$ cat config.mk
export PLATFORM = sky130hd
export DESIGN_NAME = spi_xfer_queue
export DESIGN_NICKNAME = d
export VERILOG_FILES = /design/src/rtl/spi_xfer_queue.sv
export SDC_FILE = /design/constraint.sdc
export NUM_CORES = 1
export LEC_CHECK = 0
export ABC_AREA = 1
export CAP_MARGIN = 20
export CORE_MARGIN = 8
export CORE_UTILIZATION = 25
export DETAILED_ROUTE_END_ITERATION = 10
export DONT_BUFFER_PORTS = 1
export GPL_TIMING_DRIVEN = 0
export PLACE_DENSITY = 0.39
export SYNTH_ARGS = -nofsm -noshare
export SYNTH_HDL_FRONTEND = slang
export SYNTH_SLANG_ARGS = --single-unit
$ cat constraint.sdc
create_clock -name CLK -period 2.6 [get_ports CLK]
set_input_delay 0.26 -clock CLK [delete_from_list [all_inputs] [get_ports CLK]]
set_output_delay 0.26 -clock CLK [all_outputs]
set_load 0.03 [all_outputs]
$ cat src/rtl/spi_xfer_queue.sv
// spi_xfer_queue: byte transaction queue in front of spi_master.
// Host bytes (with a chip-select code) are buffered in a TX FIFO. Each byte
// becomes one spi_master frame, launched with a single-cycle M_TX_EN pulse.
// The byte received on M_TC is written to an RX FIFO that the host drains.
// A minimum inter-frame gap, a completion timeout and sticky error flags
// wrap the sequencing.
//
// state    | meaning
// ---------+-----------------------------------------------------------
// IDLE     | waiting for a queued byte and spi_master not busy
// LAUNCH   | M_TX_EN high for this one cycle, timeout timer loaded
// WAIT_TC  | waiting for M_TC, timer counting down to abort
// GAP      | enforced quiet time before the next launch
module spi_xfer_queue #(
   parameter int DEPTH          = 8,
   parameter int AW             = 3,
   parameter int GAP_CYCLES     = 2,
   parameter int TIMEOUT_CYCLES = 255
) (
   input  logic          CLK,
   input  logic          RST_,
   input  logic          PUSH,
   input  logic [7:0]    PUSH_DATA,
   input  logic [1:0]    PUSH_CS,
   output logic          TX_FULL,
   output logic [AW:0]   TX_LEVEL,
   input  logic          POP,
   output logic [7:0]    POP_DATA,
   output logic          RX_EMPTY,
   output logic          M_TX_EN,
   output logic [7:0]    M_TX_DATA,
   output logic [1:0]    M_CSI,
   input  logic          M_BUSY,
   input  logic          M_TC,
   input  logic [7:0]    M_RX_DATA,
   output logic          ACTIVE,
   output logic [2:0]    ERR,
   input  logic          CLR_ERR
);

   localparam logic [1:0] ST_IDLE    = 2'd0;
   localparam logic [1:0] ST_LAUNCH  = 2'd1;
   localparam logic [1:0] ST_WAIT_TC = 2'd2;
   localparam logic [1:0] ST_GAP     = 2'd3;

   localparam logic [AW:0] FULL_LVL = (AW+1)'(DEPTH);
   localparam logic [15:0] TMO_LOAD = 16'(TIMEOUT_CYCLES - 1);
   localparam logic [15:0] GAP_LOAD = 16'(GAP_CYCLES - 1);

   logic [1:0]    state;

   // TX FIFO storage and bookkeeping
   logic [9:0]    tx_mem [DEPTH];
   logic [AW-1:0] tx_wr_ptr;
   logic [AW-1:0] tx_rd_ptr;
   logic [AW:0]   tx_level;
   logic          tx_full;
   logic          tx_empty;
   logic          tx_pop;
   logic          tx_push_ok;
   logic          tx_ovf;

   // RX FIFO storage and bookkeeping
   logic [7:0]    rx_mem [DEPTH];
   logic [AW-1:0] rx_wr_ptr;
   logic [AW-1:0] rx_rd_ptr;
   logic [AW:0]   rx_level;
   logic          rx_full;
   logic          rx_empty;
   logic          rx_tc;
   logic          rx_wr;
   logic          rx_rd;
   logic          rx_ovf;

   logic [15:0]   tmo_cnt;
   logic [15:0]   gap_cnt;
   logic          tmo_expire;

   logic          m_tx_en;
   logic [7:0]    m_tx_data;
   logic [1:0]    m_csi;
   logic [2:0]    err;
   logic [2:0]    err_set;

   assign tx_full  = (tx_level == FULL_LVL);
   assign tx_empty = (tx_level == '0);
   assign rx_full  = (rx_level == FULL_LVL);
   assign rx_empty = (rx_level == '0);

   // A launch consumes the TX head; a push that coincides with it is accepted
   // even at full because a slot frees up in the same cycle.
   assign tx_pop     = (state == ST_IDLE) && !tx_empty && !M_BUSY;
   assign tx_push_ok = PUSH && (!tx_full || tx_pop);
   assign tx_ovf     = PUSH && tx_full && !tx_pop;

   // Same reasoning for RX: a host pop at full makes room for the new byte.
   assign rx_tc  = (state == ST_WAIT_TC) && M_TC;
   assign rx_wr  = rx_tc && (!rx_full || POP);
   assign rx_ovf = rx_tc && rx_full && !POP;
   assign rx_rd  = POP && !rx_empty;

   assign tmo_expire = (state == ST_WAIT_TC) && !M_TC && (tmo_cnt == '0);
   assign err_set    = {tmo_expire, rx_ovf, tx_ovf};

   // TX FIFO data array
   always_ff @(posedge CLK) begin
      if (tx_push_ok) begin
         tx_mem[tx_wr_ptr] <= {PUSH_CS, PUSH_DATA};
      end
   end

   // TX FIFO pointers and occupancy
   always_ff @(posedge CLK) begin
      if (!RST_) begin
         tx_wr_ptr <= '0;
         tx_rd_ptr <= '0;
         tx_level  <= '0;
      end else begin
         if (tx_push_ok) begin
            tx_wr_ptr <= tx_wr_ptr + 1'b1;
         end
         if (tx_pop) begin
            tx_rd_ptr <= tx_rd_ptr + 1'b1;
         end
         case ({tx_push_ok, tx_pop})
            2'b10:   tx_level <= tx_level + 1'b1;
            2'b01:   tx_level <= tx_level - 1'b1;
            default: tx_level <= tx_level;
         endcase
      end
   end

   // RX FIFO data array
   always_ff @(posedge CLK) begin
      if (rx_wr) begin
         rx_mem[rx_wr_ptr] <= M_RX_DATA;
      end
   end

   // RX FIFO pointers and occupancy
   always_ff @(posedge CLK) begin
      if (!RST_) begin
         rx_wr_ptr <= '0;
         rx_rd_ptr <= '0;
         rx_level  <= '0;
      end else begin
         if (rx_wr) begin
            rx_wr_ptr <= rx_wr_ptr + 1'b1;
         end
         if (rx_rd) begin
            rx_rd_ptr <= rx_rd_ptr + 1'b1;
         end
         case ({rx_wr, rx_rd})
            2'b10:   rx_level <= rx_level + 1'b1;
            2'b01:   rx_level <= rx_level - 1'b1;
            default: rx_level <= rx_level;
         endcase
      end
   end

   // Frame sequencer; the timeout and gap timers are down-counters that
   // finish on reaching zero.
   always_ff @(posedge CLK) begin
      if (!RST_) begin
         state     <= ST_IDLE;
         m_tx_en   <= 1'b0;
         m_tx_data <= '0;
         m_csi     <= '0;
         tmo_cnt   <= '0;
         gap_cnt   <= '0;
      end else begin
         m_tx_en <= 1'b0;
         case (state)
            ST_IDLE: begin
               if (tx_pop) begin
                  {m_csi, m_tx_data} <= tx_mem[tx_rd_ptr];
                  m_tx_en            <= 1'b1;
                  state              <= ST_LAUNCH;
               end
            end
            ST_LAUNCH: begin
               tmo_cnt <= TMO_LOAD;
               state   <= ST_WAIT_TC;
            end
            ST_WAIT_TC: begin
               if (M_TC || tmo_expire) begin
                  gap_cnt <= GAP_LOAD;
                  state   <= ST_GAP;
               end else begin
                  tmo_cnt <= tmo_cnt - 1'b1;
               end
            end
            ST_GAP: begin
               if (gap_cnt == '0) begin
                  state <= ST_IDLE;
               end else begin
                  gap_cnt <= gap_cnt - 1'b1;
               end
            end
            default: state <= ST_IDLE;
         endcase
      end
   end

   // Sticky error flags; a new event beats a simultaneous clear
   always_ff @(posedge CLK) begin
      if (!RST_) begin
         err <= '0;
      end else begin
         err <= (CLR_ERR ? 3'b000 : err) | err_set;
      end
   end

   assign TX_FULL   = tx_full;
   assign TX_LEVEL  = tx_level;
   assign RX_EMPTY  = rx_empty;
   assign POP_DATA  = rx_empty ? 8'h00 : rx_mem[rx_rd_ptr];
   assign M_TX_EN   = m_tx_en;
   assign M_TX_DATA = m_tx_data;
   assign M_CSI     = m_csi;
   assign ACTIVE    = (state != ST_IDLE);
   assign ERR       = err;

endmodule

==> results of run 1 <==
worst max path at each step:
| stage | startpoint | cells past startpoint | end | slack, ps |
|---|---|---|---|---|
| finish | state[0] | 6 | rx_mem[2][3] | 130 |
| global placement | state[0] | 10 | tx_mem[0][0] | -740 |
| CTS | state[0] | 6 | rx_mem[0][3] | -130 |
| detailed placement | state[0] | 10 | tx_mem[0][0] | -790 |
| floorplan | state[0] | 10 | tx_mem[0][0] | 340 |
| global route | state[0] | 6 | rx_mem[2][2] | -90 |
placed cells by master (no fill, tap or decap), drive strengths merged, types with 19 or more instances in the layout:
cell type | netlist | layout
nand2 | 149 | 149
dfxtp | 71 | 71
clkbuf | 32 | 74
dlygate4sd3 | 0 | 23
o21ai | 96 | 96
nor2 | 236 | 236
inv | 68 | 67
nand3 | 34 | 34
o211ai | 21 | 21
buf | 6 | 19
a21oi | 61 | 61
edfxtp | 144 | 144
metal layers:
metal	vias up	track usage (%)	wire, µm
met3	34	2.552	1388
met1	3286	15.40	12250
met5	-	0	0
met2	130	19.42	12170
met4	0	3.185	542
li1	3491	-	-
power by group through the flow:
stage / Sequential [W] / Combinational [W] / Clock (W)
detailed placement: 0.00458 / 0.00442 / 0
finish: 0.00449 / 0.00464 / 0.00343
floorplan: 0.00445 / 0.00326 / 0
CTS: 0.00451 / 0.00462 / 0.00354
global placement: 0.00458 / 0.00443 / 0
global route: 0.00455 / 0.00523 / 0.00367
stage by stage:
step / cell area [µm²] / total power, W / setup TNS [ps] / utilization (%)
after global placement: 10120 / 0.009006 / -61860 / 27.00
after detailed placement: 10130 / 0.008998 / -64600 / 27.03
final: 11500 / 0.01257 / 0 / 30.69
after floorplan: 9484 / 0.007709 / 0 / -
after global routing: 11500 / 0.01345 / -1469 / 30.68
after CTS: 11380 / 0.01267 / -2593 / 30.36
sequential cells by signal, summed over array words and instances (netlist names), 2 cells and up, named ones only:
signal	flops
tx_mem	80
rx_mem	64
gap_cnt	16
tmo_cnt	16
M_TX_DATA	8
TX_LEVEL	4
rx_level	4
ERR	3
rx_rd_ptr	3
rx_wr_ptr	3
tx_rd_ptr	3
tx_wr_ptr	3
M_CSI	2
state	2
kinds of logic (layout without fill, tap and decap cells):
family,Yosys count,after routing,synth area share (%)
buf+inv,106,190,4.499
other cells,0,2,0
flops,215,215,60.58
xor+xnor,23,23,2.124
simple gates,427,427,18.59
fa+ha+maj,16,16,2.111
compound gates,197,197,12.10
layout make-up:
class | count | area [µm²] | area share [%]
Antenna cell | 2 | 5.005 | 0.04351
Buffer | 38 | 178.9 | 1.555
Clock buffer | 42 | 730.7 | 6.352
Clock inverter | 6 | 67.56 | 0.5873
Inverter | 68 | 261.5 | 2.273
Multi-Input combinational cell | 663 | 3450 | 29.99
Sequential cell | 215 | 5747 | 49.96
Tap cell | 511 | 639.4 | 5.558
Timing Repair Buffer | 36 | 424.2 | 3.687
what timing repair did:
action / in CTS / in global routing
resized for setup: 37 / 13
endpoints found under the hold margin: 147 / 1
pin swaps: 6 / 3
endpoints found under the setup margin: 131 / 136
setup buffers: 6 / 5
hold buffers: 22 / 1
==> qor.txt, run 1 <==
DRC: 0
Kind of critical path: reg -> reg
Mean Syn Cell Area: 9.638 µm²
Core area: 37,490 µm²
Non-filler instance count after layout: 1,581
Via/cell ratio: 4.390
GP Congestion: 0.7875
Die X: 210.8 µm
DP Cell Count: 1,497
Top delay family on crit path: simple AND/OR/NAND/NOR gates
Final Hold Fails: 0
FFs w/ async S/R, synth: 0%
Synthesized area: 9484 µm²
Standard-cell rows: 71
Crit path time final: 2466 ps
DP Worst Slack: -792.6 ps
Clk sink count: 215
Final Slew Violations: 0
Post-route ant nets: 0
CP Capture Type: flop
Worst skew pair latency: 530 ps
Top post-synthesis cells by count: nor2_1, edfxtp_1, nand2_1
Top-count cell post-synth: nor2_1
Bufs and invs on worst path: 2
Slew headroom: 35.15%
Hold EP: rx_wr_ptr[1]
Top FF cell, synth: edfxtp_1
Reg2Reg Depth: 6
Synth Register Bits: 215
GRT overflow: 0
Worst Hold Class: in -> reg
Layout cells sized above 1: 11.99%
Hold Crit Start: M_TC
CP arrival: 2620 ps
Max clock buf depth: 3
Syn Inst Count: 984
Flop pwr share: 35.8%
Outcome: finished, final reports clean
Reg clk slew, reported paths: 60 ps
DIE HEIGHT: 210.8 µm
Final hold slack: 23.60 ps
Number of synthesized flops with an enable pin: 144
Drt pass-1 iters: 5
Worst slew pin tran: 969.2 ps
Starting density of the core: 25.30%
WHS Path Cells: 2
Sequential fraction of the synthesis area: 60.58%
Critical R2R Capture: rx_mem[2][3]
Final setup margin: 133.7 ps
H-tree depth: 1
Syn_nets: 1,025
Vias in the first global route: 6,834
Critical-path cell list: inv_1, ha_1, nand3_2, inv_1, nand2_1, nor2_1
Crit path required time: 2760 ps
Gr usage total: 11.76%
Layout Nets: 1,089
First-pass GRT wire length: 40.73 mm
Synth cell types: 35
Detailed-route via count: 6,941
FMAX: 405.5 MHz
Clock Power Share: 27.3%
Post-DP HPWL: 17.55 mm
Leak Pwr: 4.166 nW
PD cells: 1092 nW/µm²
R2r setup slk: 130 ps
Post-Route WL: 26.35 mm
Net switching fraction of the power: 40.48%
Largest net degree at the start of global routing: 14
Worst flop-to-flop path startpoint: state[0]
Final Setup Violations: 0
Inserted Clock Buffers: 26
Initial drt markers: 342
Worst vdd rail ir drop: 483.1 µV
Initial antenna violation count: 2
Ports: 54
Pint: 0.007479 W
DIE AREA: 44,420 µm²
Startpoint Class: flop
Sw power: 0.005086 W
Crit path top cell by count: inv_1
Layout fillers: 3,931
Layout area overhead: 21.29%
Max-Cap Viols: 0
Worst-path maximum fanout: 8
Detailed-route wire length per cell: 16.66 µm
Slowest-stage cell, CP: nor2_1
Final setup skew: 18.62 ps
Buffers added on ports: 0
Max incr delay on CP: 760 ps
RSZ-0062 raised after global routing: true
Yosys top cell by area: edfxtp_1
Yosys warnings: 0
Clock root cell: clkbuf_16
Logic pwr share: 36.9%
CTS tree: built
Final Cycle Share: 94.86%
Top cell type's share of synthesized area: 45.59%
Area contributors post-synth: edfxtp_1, dfxtp_1, nor2_1
(Power assumes the default switching activity.)
==> run 2, diff against run 1 <==
- CELL_PAD_IN_SITES_DETAIL_PLACEMENT: not set -> 1
- CELL_PAD_IN_SITES_GLOBAL_PLACEMENT: not set -> 2
- PLACE_DENSITY: 0.39 -> 0.54
==> run 2 against run 1 <==
Effect of this change:
- the run now ends with negative hold slack left
- design area increased by 0.73%
- total power increased by 2.8%
- global-route usage increased by 1.1 points
- final cell count decreased by 0.19%
- clock-buffer cell count decreased by 7
- clock power increased by 8.2%
- register-to-register slack improved by 50 ps
- flip-flop and latch count unchanged
- core utilization increased by 0.22 points
==> qor.txt, run 2 (synthesized netlist as in run 1, its figures left out) <==
Outcome: finished, violations left
Failing checks: negative hold slack
Commonest non-fill, non-tap cell in the layout: nor2_1
Clk sink count: 215
Max-Cap Viols: 0
Worst-path maximum fanout: 9
Hold EP: rx_wr_ptr[1]
Hold Crit Start: M_TC
First-pass GRT wire length: 44.61 mm
Ports: 54
Crit path required time: 2830 ps
CP arrival: 2650 ps
Placed cell areas: 10,140 µm²
CTS tree: built
Most frequent cells in the layout: nor2_1, edfxtp_1, nand2_1, o21ai_0, dfxtp_1
Final core occ: 30.91%
Gr usage total: 12.89%
Leak Pwr: 4.200 nW
H-tree depth: 1
Slowest-stage cell, CP: dfxtp_1
Startpoint Class: flop
Final Cycle Share: 92.97%
WHS Path Cells: 2
Initial antenna violation count: 5
Layout cells sized above 1: 13.17%
Post-route ant nets: 0
Worst skew pair latency: 540 ps
PD cells: 1115 nW/µm²
Layout area overhead: 22.18%
Registers with the most flip-flops: tx_mem (80), rx_mem (64)
Critical R2R Capture: tx_mem[7][1]
FMAX: 413.7 MHz
Final setup skew: 18.38 ps
Net switching fraction of the power: 40.07%
Inserted Clock Buffers: 26
Detailed-route wire length per cell: 17.99 µm
Max incr delay on CP: 330 ps
Clock Power Share: 28.7%
Starting density of the core: 25.30%
Critical-path cell list: inv_1, ha_2, clkinvlp_4, nor2_4, nand2_4, nand2_2, nand2_2, nor2_1, inv_2, nor2_4, buf_6
Standard-cell rows: 71
Pint: 0.007742 W
Detailed-route via count: 6,931
Largest net degree at the start of global routing: 13
Via/cell ratio: 4.392
Final hold slack: -1.828 ps
Worst flop-to-flop path startpoint: state[0]
Worst Hold Class: in -> reg
R2r setup slk: 180 ps
Crit path time final: 2417 ps
Core area: 37,490 µm²
Post-route setup TNS: 0 ps
Worst vdd rail ir drop: 485.6 µV
Slew headroom: 41.13%
Post-Route WL: 28.40 mm
Post-DP HPWL: 19.76 mm
Kind of critical path: reg -> reg
GRT overflow: 0
Largest Register: tx_mem
GP Congestion: 0.7030
DIE AREA: 44,420 µm²
Vias in the first global route: 7,425
Final Hold Fails: 1
DP Cell Count: 1,497
Layout Nets: 1,086
Worst slew pin tran: 883.1 ps
Clock root cell: clkbuf_16
Die X: 210.8 µm
DRC: 0
Non-filler instance count after layout: 1,578
Initial drt markers: 274
Buffers added on ports: 0
Logic pwr share: 36.4%
Reg clk slew, reported paths: 60 ps
Max clock buf depth: 3
Final Cell Area: 11,590 µm²
Flop pwr share: 34.8%
CP Capture Type: flop
Reg2Reg Depth: 11
Drt pass-1 iters: 4
Max reg flops: 80
Final Slew Violations: 0
Sw power: 0.005176 W
Final Setup Violations: 0
DIE HEIGHT: 210.8 µm
==> run 2: changes by cell type in the layout (fill, tap and decap cells not counted), sizes merged <==
cell,previous run,this run
clkbuf,74,66
clkinv,4,7
buf,19,17
bufinv,1,3
diode,2,4
clkinvlp,2,3
inv,67,66
==> run 2: worst max-delay path: cells and delay by family, from the launching register on <==
family / cells / cell delay, ps
buffers and inverters: 4 / 640
flip-flops: 1 / 330
AND/OR/NAND/NOR: 6 / 900
adder cells (fa/ha/maj): 1 / 210
==> run 2: metal layers <==
| metal | wire [µm] | track usage (%) | vias up | part of all wire (%) |
|---|---|---|---|---|
| li1 | - | - | 3480 | - |
| met1 | 13380 | 16.78 | 3338 | 47 |
| met2 | 13290 | 21.76 | 77 | 47 |
| met3 | 1126 | 2.522 | 34 | 4.0 |
| met4 | 583 | 3.137 | 2 | 2.1 |
| met5 | 12 | 0 | - | 0.042 |
==> run 2: repair_timing <==
item | in CTS | in global routing
hold buffers | 23 | 0
endpoints found under the hold margin | 149 | 0
buffers inserted | 8 | 1
setup endpoints to repair | 158 | 86
pin swaps | 8 | 3
gates resized for setup | 46 | 18
==> run 2: power by group through the flow <==
stage                     clock [W]  sequential [W]  combinational (W)
final                       0.00371         0.00450            0.00471
after CTS                   0.00385         0.00451            0.00479
after detailed placement          0         0.00458            0.00452
after global placement            0         0.00459            0.00451
after floorplan                   0         0.00445            0.00326
after global routing        0.00397         0.00455            0.00539
==> run 2: worst max-delay path by stage <==
| stage | start | endpoint | slack, ps | depth (start not counted) |
|---|---|---|---|---|
| finish | state[0] | tx_mem[7][1] | 180 | 11 |
| global route | state[0] | TX_LEVEL[2] | -6 | 16 |
| CTS | state[0] | rx_mem[6][6] | -60 | 6 |
| detailed placement | state[0] | tx_mem[4][0] | -930 | 10 |
| global placement | state[1] | tx_mem[7][2] | -930 | 10 |
| floorplan | state[0] | tx_mem[0][0] | 340 | 10 |
==> run 2: through the flow <==
step	power, W	setup WS, ps
global placement	0.009097	-934.0
finish	0.01292	182.7
detailed placement	0.009102	-934.7
CTS	0.01315	-61.92
floorplan	0.007709	341.4
global route	0.01391	-5.528
==> run 2: cell type report <==
class	count	area (µm²)
multi-input cells	663	3475
repair buffers	34	404.1
clock buffers	35	737.0
fillers	4295	25900
inverters	68	265.3
plain buffers	37	178.9
well taps	511	639.4
clock inverters	11	132.6
diodes	4	10.01
flip-flops and latches	215	5746
==> run 3, diff against run 2 <==
- GPL_TIMING_DRIVEN: 0 -> 1
- PLACE_DENSITY: 0.54 -> 0.56
- clock period: 2.6 -> 2.07 ns (I/O delays scaled with it)
==> run 3 against run 2 <==
Effect of this change:
- the run ends with negative setup slack left
- clock-buffer cell count fell by 1
- core utilization rose by 1.2 points
- clock power rose by 25%
- critical path type is now reg -> out
- largest cell class unchanged
==> qor.txt, run 3 (synthesized netlist as in run 1, its figures left out) <==
CTS tree: built
Clock Power Share: 27.4%
Core area: 37,490 µm²
Largest Register: tx_mem
Crit path required time: 1860 ps
Startpoint Class: flop
Detailed-route via count: 7,037
Worst skew pair latency: 550 ps
DP Worst Slack: -7.167 ps
Final setup margin: -45.49 ps
Final Hold Fails: 0
Antenna Cells: 0
Die X: 210.8 µm
PD cells: 1403 nW/µm²
Via/cell ratio: 4.371
Logic pwr share: 39.9%
First-pass GRT wire length: 42.29 mm
Clock root cell: clkbuf_16
Reg clk slew, reported paths: 60 ps
DRC: 0
FMAX: 472.7 MHz
Leak Pwr: 4.512 nW
Final Power: 0.01690 W
Critical R2R Capture: rx_level[2]
Layout cells sized above 1: 18.74%
Detailed-route wire length per cell: 16.37 µm
Max clock buf depth: 3
Most frequent cells in the layout: nor2_1, edfxtp_1, nand2_1, o21ai_0, dfxtp_1
CP Capture Type: output pin
Final setup skew: 18.14 ps
Standard-cell rows: 71
Hold EP: tmo_cnt[11]
Ports: 54
CP arrival: 1910 ps
Worst Hold Class: in -> reg
H-tree depth: 1
Outcome: finished, violations left
Reg2Reg Depth: 12
Post-route ant nets: 0
Max-Cap Viols: 0
Slew headroom: 44.95%
Worst flop-to-flop path startpoint: state[1]
Hold Crit Start: RST_
Layout Nets: 1,119
GRT overflow: 0
Drt pass-1 iters: 4
Worst vdd rail ir drop: 676.2 µV
RSZ-0062 raised after global routing: true
Clk sink count: 215
Pint: 0.01032 W
Initial drt markers: 287
Crit path time final: 2115 ps
Registers with the most flip-flops: tx_mem (80), rx_mem (64)
Starting density of the core: 25.30%
DIE AREA: 44,420 µm²
Post-DP HPWL: 18.32 mm
Vias in the first global route: 7,410
Post-route setup TNS: -49.69 ps
R2r setup slk: 190 ps
DIE HEIGHT: 210.8 µm
Largest net degree at the start of global routing: 43
Max reg flops: 80
Final Slew Violations: 0
Final Setup Violations: 2
Inserted Clock Buffers: 27
Buffers added on ports: 0
Initial antenna violation count: 0
Worst-path maximum fanout: 7
Post-Route WL: 26.35 mm
Final Cycle Share: 102.2%
Layout area overhead: 27.03%
Final core occ: 32.14%
Net switching fraction of the power: 38.94%
Gr usage total: 11.90%
Worst slew pin tran: 823.0 ps
Sw power: 0.006581 W
Kind of critical path: reg -> out
WHS Path Cells: 2
Commonest non-fill, non-tap cell in the layout: nor2_1
GP Congestion: 0.7166
Failing checks: negative setup slack
Flop pwr share: 32.7%
==> run 3: cell count changes in the layout (fill, tap and decap cells not counted), sizes merged <==
cell      before  now
clkinv         7   12
diode          4    0
clkbuf        66   34
inv           66   69
buf           17   80
clkinvlp       3    0
==> run 3: final cells by class <==
type                       instances  area [µm²]
inverter                          68       270.3
timing repair buffer             103       970.9
multi-input combinational        663        3550
clock buffer                      34       701.9
clock inverter                    16       165.2
fill                            4256       25440
tap                              511       639.4
sequential                       215        5751
==> run 3: power groups by stage <==
| stage | sequential, W | clock, W | combinational [W] |
|---|---|---|---|
| 2_1_floorplan | 0.00560 | 0 | 0.00412 |
| 3_3_place_gp | 0.00560 | 0 | 0.00625 |
| 3_5_place_dp | 0.00561 | 0 | 0.00627 |
| 4_1_cts | 0.00554 | 0.00481 | 0.00679 |
| 5_1_grt | 0.00560 | 0.00499 | 0.00762 |
| 6_report | 0.00553 | 0.00463 | 0.00674 |
==> run 3: worst max path at each step <==
stage | startpoint | endpoint | cells past startpoint
2_1_floorplan | state[0] | tx_mem[7][0] | 10
3_3_place_gp | state[0] | tx_mem[0][2] | 11
3_5_place_dp | state[0] | tx_mem[0][9] | 11
4_1_cts | flop | POP_DATA[4] | 6
5_1_grt | flop | POP_DATA[1] | 7
6_report | flop | POP_DATA[1] | 7
==> run 3: worst max-delay path: stages, from the launching register on <==
cell	delay, ps
dfxtp_4	390
buf_6	140
buf_16	130
o21ai_1	150
o32ai_2	90
o21ai_1	210
nor2_1	80
buf_4	170
==> run 3: timing repair <==
item                                    4_1_cts  5_1_grt
hold endpoints to repair                    171        1
pin swaps                                    21       16
gates resized for setup                      44       47
cloned                                        3        0
endpoints found under the setup margin       28       92
hold buffers                                 22        1
buffers inserted                              3        2
==> run 3: routing by layer <==
metal  track usage, %  vias to the layer above  routed length (µm)
met1            15.44                     3391               12550
met2            20.23                       73               12410
met5                0                        -                   0
li1                 -                     3532                   -
met3            2.136                       41                 864
met4            3.089                        0                 528
==> run 3: metrics by stage <==
stage,hold WS (ps),instance area (µm²),std cells
final,56.65,12050,1610
after global routing,65.18,12050,1610
after CTS,21.40,11910,1608
after detailed placement,306.6,10560,1530
after global placement,306.6,10560,1530
after floorplan,305.9,9508,984
